===== src/rtl/subgame_pkg.sv =====
// Shared types and constants for the subtraction-game controller.
// Holds the FSM state encoding, pile/limit constants and the setup clamp helpers.
package subgame_pkg;

   typedef enum logic [1:0] {
      SETUP = 2'd0,
      PLAY  = 2'd1,
      WIN   = 2'd2
   } state_t;

   localparam logic [6:0] MAX_PILE    = 7'd99;
   localparam logic [2:0] DEF_MAX_SUB = 3'd3;
   localparam logic [2:0] DEF_MAX_ADD = 3'd2;

   // Zero selects the default pile; anything above the display range saturates.
   function automatic logic [6:0] clamp_pile(input logic [6:0] cfg, input logic [6:0] dflt);
      if (cfg == 7'd0)
         return dflt;
      else if (cfg > MAX_PILE)
         return MAX_PILE;
      else
         return cfg;
   endfunction

   function automatic logic [2:0] clamp_limit(input logic [2:0] cfg);
      return (cfg == 3'd0) ? 3'd1 : cfg;
   endfunction

endpackage


===== src/rtl/subgame_ctrl_if.sv =====
// Player/display-facing signal bundle for subgame_ctrl.
// The master side drives buttons and configuration; the slave side is the controller.
interface subgame_ctrl_if;

   logic       tick;
   logic       btn_start;
   logic       btn_take;
   logic       btn_add;
   logic [2:0] move_amt;
   logic [6:0] cfg_pile;
   logic [2:0] cfg_sub;
   logic [2:0] cfg_add;
   logic       hide_mode;

   logic [6:0] pile_size;
   logic       plr_turn;
   logic       win;
   logic [2:0] max_sub;
   logic [2:0] max_add;
   logic       hide;
   logic [1:0] add_left;
   logic       move_err;

   modport master (
      output tick, btn_start, btn_take, btn_add, move_amt,
             cfg_pile, cfg_sub, cfg_add, hide_mode,
      input  pile_size, plr_turn, win, max_sub, max_add,
             hide, add_left, move_err
   );

   modport slave (
      input  tick, btn_start, btn_take, btn_add, move_amt,
             cfg_pile, cfg_sub, cfg_add, hide_mode,
      output pile_size, plr_turn, win, max_sub, max_add,
             hide, add_left, move_err
   );

endinterface


===== src/rtl/reveal_timer.sv =====
// Saturating tick counter that requests the pile be hidden once the reveal
// window after the last valid move has elapsed.
module reveal_timer #(
   parameter int unsigned REVEAL_TICKS = 3
) (
   input  logic clk,
   input  logic rst_n,
   input  logic i_tick,
   input  logic i_clr,
   input  logic i_en,
   output logic o_hide
);

   localparam int unsigned      CW  = $clog2(REVEAL_TICKS + 2);
   localparam logic [CW-1:0]    SAT = CW'(REVEAL_TICKS);

   logic [CW-1:0] r_cnt;

   // NOTE: sequential state uses non-blocking (<=) so every flop samples
   // pre-edge values; blocking here would create order-dependent races.
   always_ff @(posedge clk) begin
      if (!rst_n)
         r_cnt <= '0;
      else if (i_clr)
         r_cnt <= '0;
      else if (i_tick && (r_cnt != SAT))
         r_cnt <= r_cnt + CW'(1);
   end

   assign o_hide = i_en && (r_cnt == SAT);

endmodule


===== src/rtl/subgame_ctrl.sv =====
// Two-player subtraction-game controller: latches setup, validates take/add
// moves, sequences turns, detects the win and drives the hidden-pile request.
module subgame_ctrl #(
   parameter int unsigned START_PILE   = 21,
   parameter int unsigned ADD_CREDITS  = 2,
   parameter int unsigned REVEAL_TICKS = 3
) (
   input  logic           clk,
   input  logic           rst_n,
   subgame_ctrl_if.slave  bus
);

   import subgame_pkg::*;

   localparam logic [6:0] START_P = 7'(START_PILE);
   localparam logic [1:0] CREDITS = 2'(ADD_CREDITS);

   state_t          r_state;
   logic [6:0]      r_pile;
   logic            r_turn;
   logic            r_win;
   logic            r_hide_mode;
   logic            r_move_err;
   logic [2:0]      r_max_sub;
   logic [2:0]      r_max_add;
   logic [1:0][1:0] r_credits;

   logic [6:0] w_cfg_pile;
   logic [2:0] w_cfg_sub;
   logic [2:0] w_cfg_add;
   logic [7:0] w_pile_sum;
   logic [6:0] w_pile_diff;
   logic       w_is_move;
   logic       w_take_ok;
   logic       w_add_ok;
   logic       w_timer_en;
   logic       w_timer_clr;
   logic       w_hide;

   assign w_cfg_pile  = clamp_pile(bus.cfg_pile, START_P);
   assign w_cfg_sub   = clamp_limit(bus.cfg_sub);
   assign w_cfg_add   = clamp_limit(bus.cfg_add);
   assign w_pile_sum  = {1'b0, r_pile} + {5'd0, bus.move_amt};
   assign w_pile_diff = r_pile - {4'd0, bus.move_amt};
   assign w_is_move   = bus.btn_take || bus.btn_add;

   // Simultaneous take and add cancel each other and fall through as an error.
   always_comb begin
      // NOTE: defaults first so no path leaves these unassigned (no latches).
      w_take_ok = 1'b0;
      w_add_ok  = 1'b0;
      if (r_state == PLAY) begin
         w_take_ok = bus.btn_take && !bus.btn_add
                     && (bus.move_amt != 3'd0)
                     && (bus.move_amt <= r_max_sub)
                     && ({4'd0, bus.move_amt} <= r_pile);
         w_add_ok  = bus.btn_add && !bus.btn_take
                     && (bus.move_amt != 3'd0)
                     && (bus.move_amt <= r_max_add)
                     && (w_pile_sum <= {1'b0, MAX_PILE})
                     && (r_credits[r_turn] != 2'd0);
      end
   end

   always_ff @(posedge clk) begin
      if (!rst_n) begin
         r_state     <= SETUP;
         r_pile      <= START_P;
         r_turn      <= 1'b0;
         r_win       <= 1'b0;
         r_hide_mode <= 1'b0;
         r_move_err  <= 1'b0;
         r_max_sub   <= DEF_MAX_SUB;
         r_max_add   <= DEF_MAX_ADD;
         r_credits   <= {CREDITS, CREDITS};
      end else begin
         r_move_err <= 1'b0;
         case (r_state)
            SETUP: begin
               r_pile    <= w_cfg_pile;
               r_max_sub <= w_cfg_sub;
               r_max_add <= w_cfg_add;
               if (bus.btn_start) begin
                  r_state     <= PLAY;
                  r_hide_mode <= bus.hide_mode;
                  r_turn      <= 1'b0;
                  r_credits   <= {CREDITS, CREDITS};
               end
            end
            PLAY: begin
               if (w_take_ok) begin
                  r_pile <= w_pile_diff;
                  if (w_pile_diff == 7'd0) begin
                     r_state <= WIN;
                     r_win   <= 1'b1;
                  end else begin
                     r_turn <= ~r_turn;
                  end
               end else if (w_add_ok) begin
                  r_pile            <= w_pile_sum[6:0];
                  r_credits[r_turn] <= r_credits[r_turn] - 2'd1;
                  r_turn            <= ~r_turn;
               end else if (w_is_move) begin
                  r_move_err <= 1'b1;
               end
            end
            WIN: begin
               r_pile <= 7'd0;
               if (bus.btn_start) begin
                  r_state <= SETUP;
                  r_win   <= 1'b0;
                  r_turn  <= 1'b0;
               end
            end
            default: r_state <= SETUP;
         endcase
      end
   end

   assign w_timer_en  = (r_state == PLAY) && r_hide_mode;
   assign w_timer_clr = (r_state != PLAY) || w_take_ok || w_add_ok;

   reveal_timer #(
      .REVEAL_TICKS (REVEAL_TICKS)
   ) u_reveal_timer (
      .clk    (clk),
      .rst_n  (rst_n),
      .i_tick (bus.tick),
      .i_clr  (w_timer_clr),
      .i_en   (w_timer_en),
      .o_hide (w_hide)
   );

   assign bus.pile_size = r_pile;
   assign bus.plr_turn  = r_turn;
   assign bus.win       = r_win;
   assign bus.max_sub   = r_max_sub;
   assign bus.max_add   = r_max_add;
   assign bus.hide      = w_hide;
   assign bus.add_left  = r_credits[r_turn];
   assign bus.move_err  = r_move_err;

endmodule


===== src/flat_wrapper.sv =====
// flat-port wrapper written by rule: the top's interface ports become plain ports
module subgame_ctrl_flat import subgame_pkg::*;
#(
   parameter int unsigned START_PILE   = 21,
   parameter int unsigned ADD_CREDITS  = 2,
   parameter int unsigned REVEAL_TICKS = 3
)
  (clk, rst_n, bus_tick, bus_btn_start, bus_btn_take, bus_btn_add, bus_move_amt, bus_cfg_pile, bus_cfg_sub, bus_cfg_add, bus_hide_mode, bus_pile_size, bus_plr_turn, bus_win, bus_max_sub, bus_max_add, bus_hide, bus_add_left, bus_move_err);
  subgame_ctrl_if bus_i ();
  input  logic clk;
  input  logic rst_n;
  input wire logic [$bits(bus_i.tick)-1:0] bus_tick;
  input wire logic [$bits(bus_i.btn_start)-1:0] bus_btn_start;
  input wire logic [$bits(bus_i.btn_take)-1:0] bus_btn_take;
  input wire logic [$bits(bus_i.btn_add)-1:0] bus_btn_add;
  input wire logic [$bits(bus_i.move_amt)-1:0] bus_move_amt;
  input wire logic [$bits(bus_i.cfg_pile)-1:0] bus_cfg_pile;
  input wire logic [$bits(bus_i.cfg_sub)-1:0] bus_cfg_sub;
  input wire logic [$bits(bus_i.cfg_add)-1:0] bus_cfg_add;
  input wire logic [$bits(bus_i.hide_mode)-1:0] bus_hide_mode;
  output wire logic [$bits(bus_i.pile_size)-1:0] bus_pile_size;
  output wire logic [$bits(bus_i.plr_turn)-1:0] bus_plr_turn;
  output wire logic [$bits(bus_i.win)-1:0] bus_win;
  output wire logic [$bits(bus_i.max_sub)-1:0] bus_max_sub;
  output wire logic [$bits(bus_i.max_add)-1:0] bus_max_add;
  output wire logic [$bits(bus_i.hide)-1:0] bus_hide;
  output wire logic [$bits(bus_i.add_left)-1:0] bus_add_left;
  output wire logic [$bits(bus_i.move_err)-1:0] bus_move_err;
  assign bus_i.tick = bus_tick;
  assign bus_i.btn_start = bus_btn_start;
  assign bus_i.btn_take = bus_btn_take;
  assign bus_i.btn_add = bus_btn_add;
  assign bus_i.move_amt = bus_move_amt;
  assign bus_i.cfg_pile = bus_cfg_pile;
  assign bus_i.cfg_sub = bus_cfg_sub;
  assign bus_i.cfg_add = bus_cfg_add;
  assign bus_i.hide_mode = bus_hide_mode;
  assign bus_pile_size = bus_i.pile_size;
  assign bus_plr_turn = bus_i.plr_turn;
  assign bus_win = bus_i.win;
  assign bus_max_sub = bus_i.max_sub;
  assign bus_max_add = bus_i.max_add;
  assign bus_hide = bus_i.hide;
  assign bus_add_left = bus_i.add_left;
  assign bus_move_err = bus_i.move_err;
  subgame_ctrl #(.START_PILE(START_PILE), .ADD_CREDITS(ADD_CREDITS), .REVEAL_TICKS(REVEAL_TICKS)) u_core (.clk(clk), .rst_n(rst_n), .bus(bus_i));
endmodule

===== config.mk =====
export PLATFORM = sky130hd
export DESIGN_NAME = subgame_ctrl_flat
export DESIGN_NICKNAME = d
export VERILOG_FILES = /design/src/rtl/subgame_pkg.sv /design/src/rtl/subgame_ctrl_if.sv /design/src/rtl/reveal_timer.sv /design/src/rtl/subgame_ctrl.sv /design/src/flat_wrapper.sv
export SDC_FILE = /design/constraint.sdc
export NUM_CORES = 1
export LEC_CHECK = 0
export CAP_MARGIN = 10
export CORE_MARGIN = 2
export CORE_UTILIZATION = 35
export CTS_CLUSTER_DIAMETER = 80
export DETAILED_ROUTE_END_ITERATION = 7
export PLACE_DENSITY = 0.64
export REMOVE_ABC_BUFFERS = 1
export SYNTH_ARGS = -nofsm -noshare
export SYNTH_HDL_FRONTEND = slang
export SYNTH_SLANG_ARGS = --single-unit

===== constraint.sdc =====
create_clock -name clk -period 4.8 [get_ports clk]
set_input_delay 0.72 -clock clk [delete_from_list [all_inputs] [get_ports clk]]
set_output_delay 0.72 -clock clk [all_outputs]
set_load 0.05 [all_outputs]

==> run_results.csv, run 1 <==
group,metric,value,unit
outcome,status,"finished, final reports clean",
place,hpwl,4.240,mm
clock_network,post_cts_buffers,0,
final_layout,fin_area,0.002680,mm2
final_layout,area_growth,24.83,%
sta,finalCriticalPeriod,3.492,ns
drt,wl_per_cell,14.08,um
clock_network,cts-buffers-inserted,3,
drt,drcViolationCount,0,
final_layout,finalNonFillerCells,383,
sta,setup_tns,0,ns
setup_path,required,4.97,ns
die,io_pins,42,
die,die_x,82.32,um
global_route,grt_pass1_vias,1878,
place,dp_cells,379,
job,maxCapViolCount,0,
final_layout,diodes,0,
drt,vias,2096,
yosys,synthArstFlopShare,0,
global_route,grt_pass1_wl,8.949,mm
yosys,yosysMostFrequentCell,"dfxtp_1",
yosys,yosys.area.top_type_share,0.2424,
power_and_ir_drop,p_leak,0.001088,uW
yosys,synthTopCellsByArea,"dfxtp_1 (24%), ha_1 (11%), a21oi_1 (4.2%)",
die,die_h,82.32,um
min_path,whs_endpoint,"u_core.r_hide_mode",
sta,setup_viol,0,
final_layout,fin_util,0.4527,
sta,tightest_slew,0.5685,ns
yosys,synth-edff-count,0,
yosys,ys_ff_latch,26,
sta,hold_violations,0,
place,placed_area,0.002609,mm2
power_and_ir_drop,clockPowerShare,0.234,
place,place.port_buffers,41,
power_and_ir_drop,pwr-share-seq,0.334,
setup_path,r2r-end,"u_core.bus.pile_size[4]",
die,rows,28,
clock_network,htreeDepth,1,
yosys,yosys.area.top_type,"dfxtp_1",
global_route,grt_antenna_before_repair,0,
power_and_ir_drop,ir_worst_vdd,0.0001651,V
yosys,synth-main-ff-cell,"dfxtp_1",
final_layout,drive_gt1_frac,0.05195,
power_and_ir_drop,p_int,487.7,uW
sta,slew_headroom,0.6185,
die,die_area,0.006777,mm2
sta,drv_slew,0,
setup_path,cp_slowest_stage_delay,0.58,ns
setup_path,startpoint_type,"input port",
sta,fmax,286.4,MHz
clock_network,clock_sinks,26,
clock_network,clkLatencyLatePin,0.27,ns
power_and_ir_drop,power_density,298.4,mW/mm2
setup_path,r2r_setup_slack,2.02,ns
place,gp_congestion,0.9643,
drt,ant_nets,0,
drt,drt_first_iter_violations,86,
sta,finalClockSkew,0.001163,ns
setup_path,path_max_fanout,15,
setup_path,timing.rr.start,"u_core.bus.pile_size[2]",
sta,rsz0062_at_grt,"no",
clock_network,cts_tree,"done",
setup_path,crit_chain,"clkdlybuf4s50_1 > inv_1 > ha_1 > nor2_1 > a221oi_1 > o22ai_1 > o21a_1 > o22ai_1 > buf_4 > nand2_1 > o32a_1",
setup_path,worstSetupPathType,"in -> reg",
min_path,hold_depth,2,
die,start_util,0.3626,
final_layout,nets,353,
yosys,netlist_area,0.002147,mm2
drt,via_per_inst,5.473,
clock_network,clk_pin_slew_worst_paths,0.10,ns
yosys,ys_types,59,
power_and_ir_drop,comb_power_share,0.432,
yosys,yosysSeqAreaShare,0.2424,
drt,dr.pass1.iters,4,
drt,routed_wl,5.391,mm
yosys,ys_warn_count,0,
sta,hold_ws,0.4586,ns
min_path,hold_class,"reg -> reg",
clock_network,holdBufCountCts,0,
power_and_ir_drop,power_switching_share,0.3901,
clock_network,cts_resized,0,
clock_network,cts-root-buf,"clkbuf_8",
clock_network,clock_path_buffers,2,
setup_path,arrival,3.67,ns
power_and_ir_drop,p_switching,312.0,uW
yosys,syn_area_per_cell,7.836,um2
global_route,globalRoute.totalOverflow,0,
sta,final.period_utilization,0.7275,
setup_path,reg2reg_depth,9,
setup_path,crit_top_cell,"o22ai_1",
global_route,grt_usage,0.1711,
global_route,grt_max_degree,23,
setup_path,critPathCaptureType,"register",
yosys,synth_cells,274,
setup_path,slowest_stage,"clkdlybuf4s50_1",
die,core_area,0.005921,mm2
min_path,min-delay-start,"u_core.r_hide_mode",
yosys,synth_commonest_cells,"dfxtp_1 (26), nand2_1 (24), nor2_1 (23)",
## worst max-delay path: cells and delay by family
family,cells,cell delay (ns)
AOI/OAI and AO/OA,5,1.34
adders and majority gates,1,0.53
buffers and inverters,3,0.87
and+or+nand+nor,2,0.20
## layer usage
layer,vias to the layer above,part of all wire,track usage
met4,0,0.0085,0.03833
met2,62,0.44,0.2734
met5,-,0,0
met3,4,0.075,0.03261
li1,1068,-,-
met1,962,0.48,0.2378
## logic make-up (layout without fill, tap and decap cells)
group | Yosys count | count (layout) | share of synthesized area
buffers and inverters | 34 | 68 | 0.06352
multiplexers | 9 | 9 | 0.04196
AO/OA/AOI/OAI | 78 | 78 | 0.2605
flip-flops | 26 | 26 | 0.2424
adder cells (fa/ha/maj) | 21 | 21 | 0.1294
AND/OR/NAND/NOR | 103 | 103 | 0.2500
XOR/XNOR | 3 | 3 | 0.01224
## final cells by class
cell class,count,area [um2]
Tap cell,75,93.84
Fill cell,604,3241
Sequential cell,26,520.5
Clock buffer,3,41.29
Multi-Input combinational cell,214,1490
Clock inverter,1,30.03
Timing Repair Buffer,43,425.4
Inverter,21,78.83
## state kept, by name (all words and copies together), names as in the netlist
name and flops:
u_core.r_hide_mode 1, u_core.r_credits 4, u_core.bus.win 1, u_core.bus.move_err 1
u_core.u_reveal_timer.r_cnt 3, u_core.bus.plr_turn 1, u_core.bus.pile_size 7, u_core.r_state 2
u_core.bus.max_sub 3, u_core.bus.max_add 3
## per-stage QoR
stage / setup slack, ns / power [uW]
after CTS: 1.335 / 804.7
after global placement: 1.094 / 614.2
final: 1.308 / 799.7
after detailed placement: 1.059 / 615.6
after global routing: 1.100 / 852.1
after floorplan: 1.742 / 503.0
## cell usage in the layout, fill, tap and decap left out, types with 7 or more instances in the layout
master           netlist  final
o21ai_0                9      9
inv_1                 20     20
nor2b_1                8      8
clkdlybuf4s50_1        0     41
a21oi_1               18     18
nand3_1                8      8
mux2i_1                9      9
ha_1                  19     19
nor2_1                23     23
dfxtp_1               26     26
nor3_1                 7      7
nand2_1               24     24
## worst max-delay path by stage
stage                    startpoint                 endpoint  slack (ns)  cells past startpoint
floorplan           bus_move_amt[2]  u_core.bus.pile_size[4]        1.74                      9
global placement    bus_move_amt[2]  u_core.bus.pile_size[4]        1.09                     11
detailed placement  bus_move_amt[2]  u_core.bus.pile_size[4]        1.06                     11
CTS                 bus_move_amt[2]  u_core.bus.pile_size[4]        1.33                     11
global route        bus_move_amt[2]  u_core.bus.pile_size[4]        1.10                     11
finish              bus_move_amt[2]  u_core.bus.pile_size[4]        1.31                     11
## power groups by stage
stage,sequential [uW],combinational [uW],clock (uW)
finish,267,345,187
global route,271,379,202
CTS,267,346,192
detailed placement,272,344,0
global placement,271,343,0
floorplan,322,181,0
No activity file was read; power rests on OpenSTA's default activity.
==> run 2: changes to the inputs <==
- clock period: 4.8 -> 3.37 ns (I/O delays scaled with it)
==> run_results.csv, run 2 (synthesis results as in run 1) <==
group,metric,value,unit
outcome,status,"finished, final reports clean",
sta,hold_violations,0,
clock_network,holdBufCountCts,0,
clock_network,cts-root-buf,"clkbuf_8",
global_route,grt_antenna_before_repair,0,
setup_path,arrival,3.10,ns
final_layout,most-common-layout-cells,"clkdlybuf4s50_1 (41), dfxtp_1 (26), nand2_1 (24)",
drt,ant_nets,0,
drt,via_per_inst,5.503,
die,rows,28,
clock_network,clkLatencyLatePin,0.29,ns
drt,wl_per_cell,14.82,um
sta,final.period_utilization,0.8605,
clock_network,cts-buffers-inserted,3,
drt,routed_wl,5.781,mm
final_layout,multiInputGateArea,0.001490,mm2
final_layout,nets,360,
die,start_util,0.3626,
die,core_area,0.005921,mm2
sta,setup_tns,0,ns
die,die_x,82.32,um
final_layout,largest_reg_flops,7,
sta,slew_headroom,0.6258,
setup_path,required,3.57,ns
final_layout,fill_cells,589,
clock_network,post_cts_buffers,0,
drt,dr.pass1.iters,4,
final_layout,drive_gt1_frac,0.07302,
sta,fmax,344.8,MHz
sta,tightest_slew,0.5613,ns
die,die_area,0.006777,mm2
min_path,hold_class,"reg -> reg",
power_and_ir_drop,ir_worst_vdd,0.0002553,V
die,die_h,82.32,um
sta,rsz0062_at_grt,"no",
final_layout,diodes,0,
sta,drv_slew,0,
drt,vias,2146,
global_route,globalRoute.totalOverflow,0,
drt,drt_first_iter_violations,142,
global_route,grt_usage,0.1792,
die,io_pins,42,
final_layout,final_common_cell,"clkdlybuf4s50_1",
sta,finalClockSkew,0.01045,ns
sta,setup_viol,0,
clock_network,htreeDepth,1,
setup_path,path_max_fanout,4,
place,hpwl,4.373,mm
power_and_ir_drop,power_density,428.6,mW/mm2
job,maxCapViolCount,0,
setup_path,startpoint_type,"input port",
place,gp_congestion,0.9109,
setup_path,critPathCaptureType,"register",
global_route,grt_pass1_wl,9.432,mm
clock_network,cts_resized,0,
global_route,grt_pass1_vias,1977,
final_layout,fin_util,0.4615,
final_layout,area_growth,27.27,%
clock_network,clock_sinks,26,
power_and_ir_drop,p_leak,0.001122,uW
final_layout,register_area,520.5,um2
setup_path,worstSetupPathType,"in -> reg",
sta,finalCriticalPeriod,2.900,ns
global_route,grt_max_degree,22,
clock_network,cts_tree,"done",
place,place.port_buffers,41,
clock_network,clock_path_buffers,2,
clock_network,clk_pin_slew_worst_paths,0.11,ns
drt,drcViolationCount,0,
run 2: worst max-delay path: stages:
cell and delay, ns:
clkdlybuf4s50_1 0.55, ha_1 0.20, inv_1 0.06, fa_1 0.41, or2_1 0.26, o31ai_1 0.19, o211a_1 0.18, nand4_1 0.17
a21oi_1 0.24, nand2_1 0.07, a32o_1 0.26
run 2: metrics by stage:
stage | hold slack [ns] | setup WS, ns | cell area, um2 | cells | total power [uW]
floorplan | 0.4321 | 0.4386 | 2090 | 261 | 716.4
global placement | 0.4440 | 0.2261 | 2661 | 386 | 889.5
detailed placement | 0.4458 | 0.1737 | 2661 | 386 | 893.2
CTS | 0.4615 | 0.4913 | 2733 | 390 | 1171
global route | 0.5028 | 0.3106 | 2733 | 390 | 1235
finish | 0.4592 | 0.4700 | 2733 | 390 | 1171
run 2: metal layers:
metal / GRT usage / up-vias / routed length (um)
li1: - / 1081 / -
met4: 0.05833 / 0 / 105
met5: 0 / - / 0
met2: 0.2839 / 63 / 2491
met1: 0.2497 / 992 / 2893
met3: 0.02500 / 10 / 291
run 2: where the power goes:
| part | total [uW] | internal, uW | switching (uW) |
|---|---|---|---|
| logic | 510 | 210 | 300 |
| registers | 380 | 336 | 44.4 |
| clock network | 280 | 160 | 121 |
run 2: path summary, 6_finish.rpt:
kind	startpoint	to	slack [ns]	cells past startpoint
hold reg to reg	u_core.r_hide_mode	u_core.r_hide_mode	0.46	2
setup / recovery	bus_move_amt[0]	u_core.bus.win	0.47	11
setup reg to reg	u_core.bus.pile_size[1]	u_core.bus.pile_size[4]	0.84	8
hold / removal	u_core.r_hide_mode	u_core.r_hide_mode	0.46	2
run 2: layout make-up:
class                   count  area share
multi-input cells         214      0.5453
clock inverters             1     0.01099
inverters                  21     0.02885
flip-flops and latches     26      0.1905
repair buffers             50      0.1749
well taps                  75     0.03434
clock buffers               3     0.01511
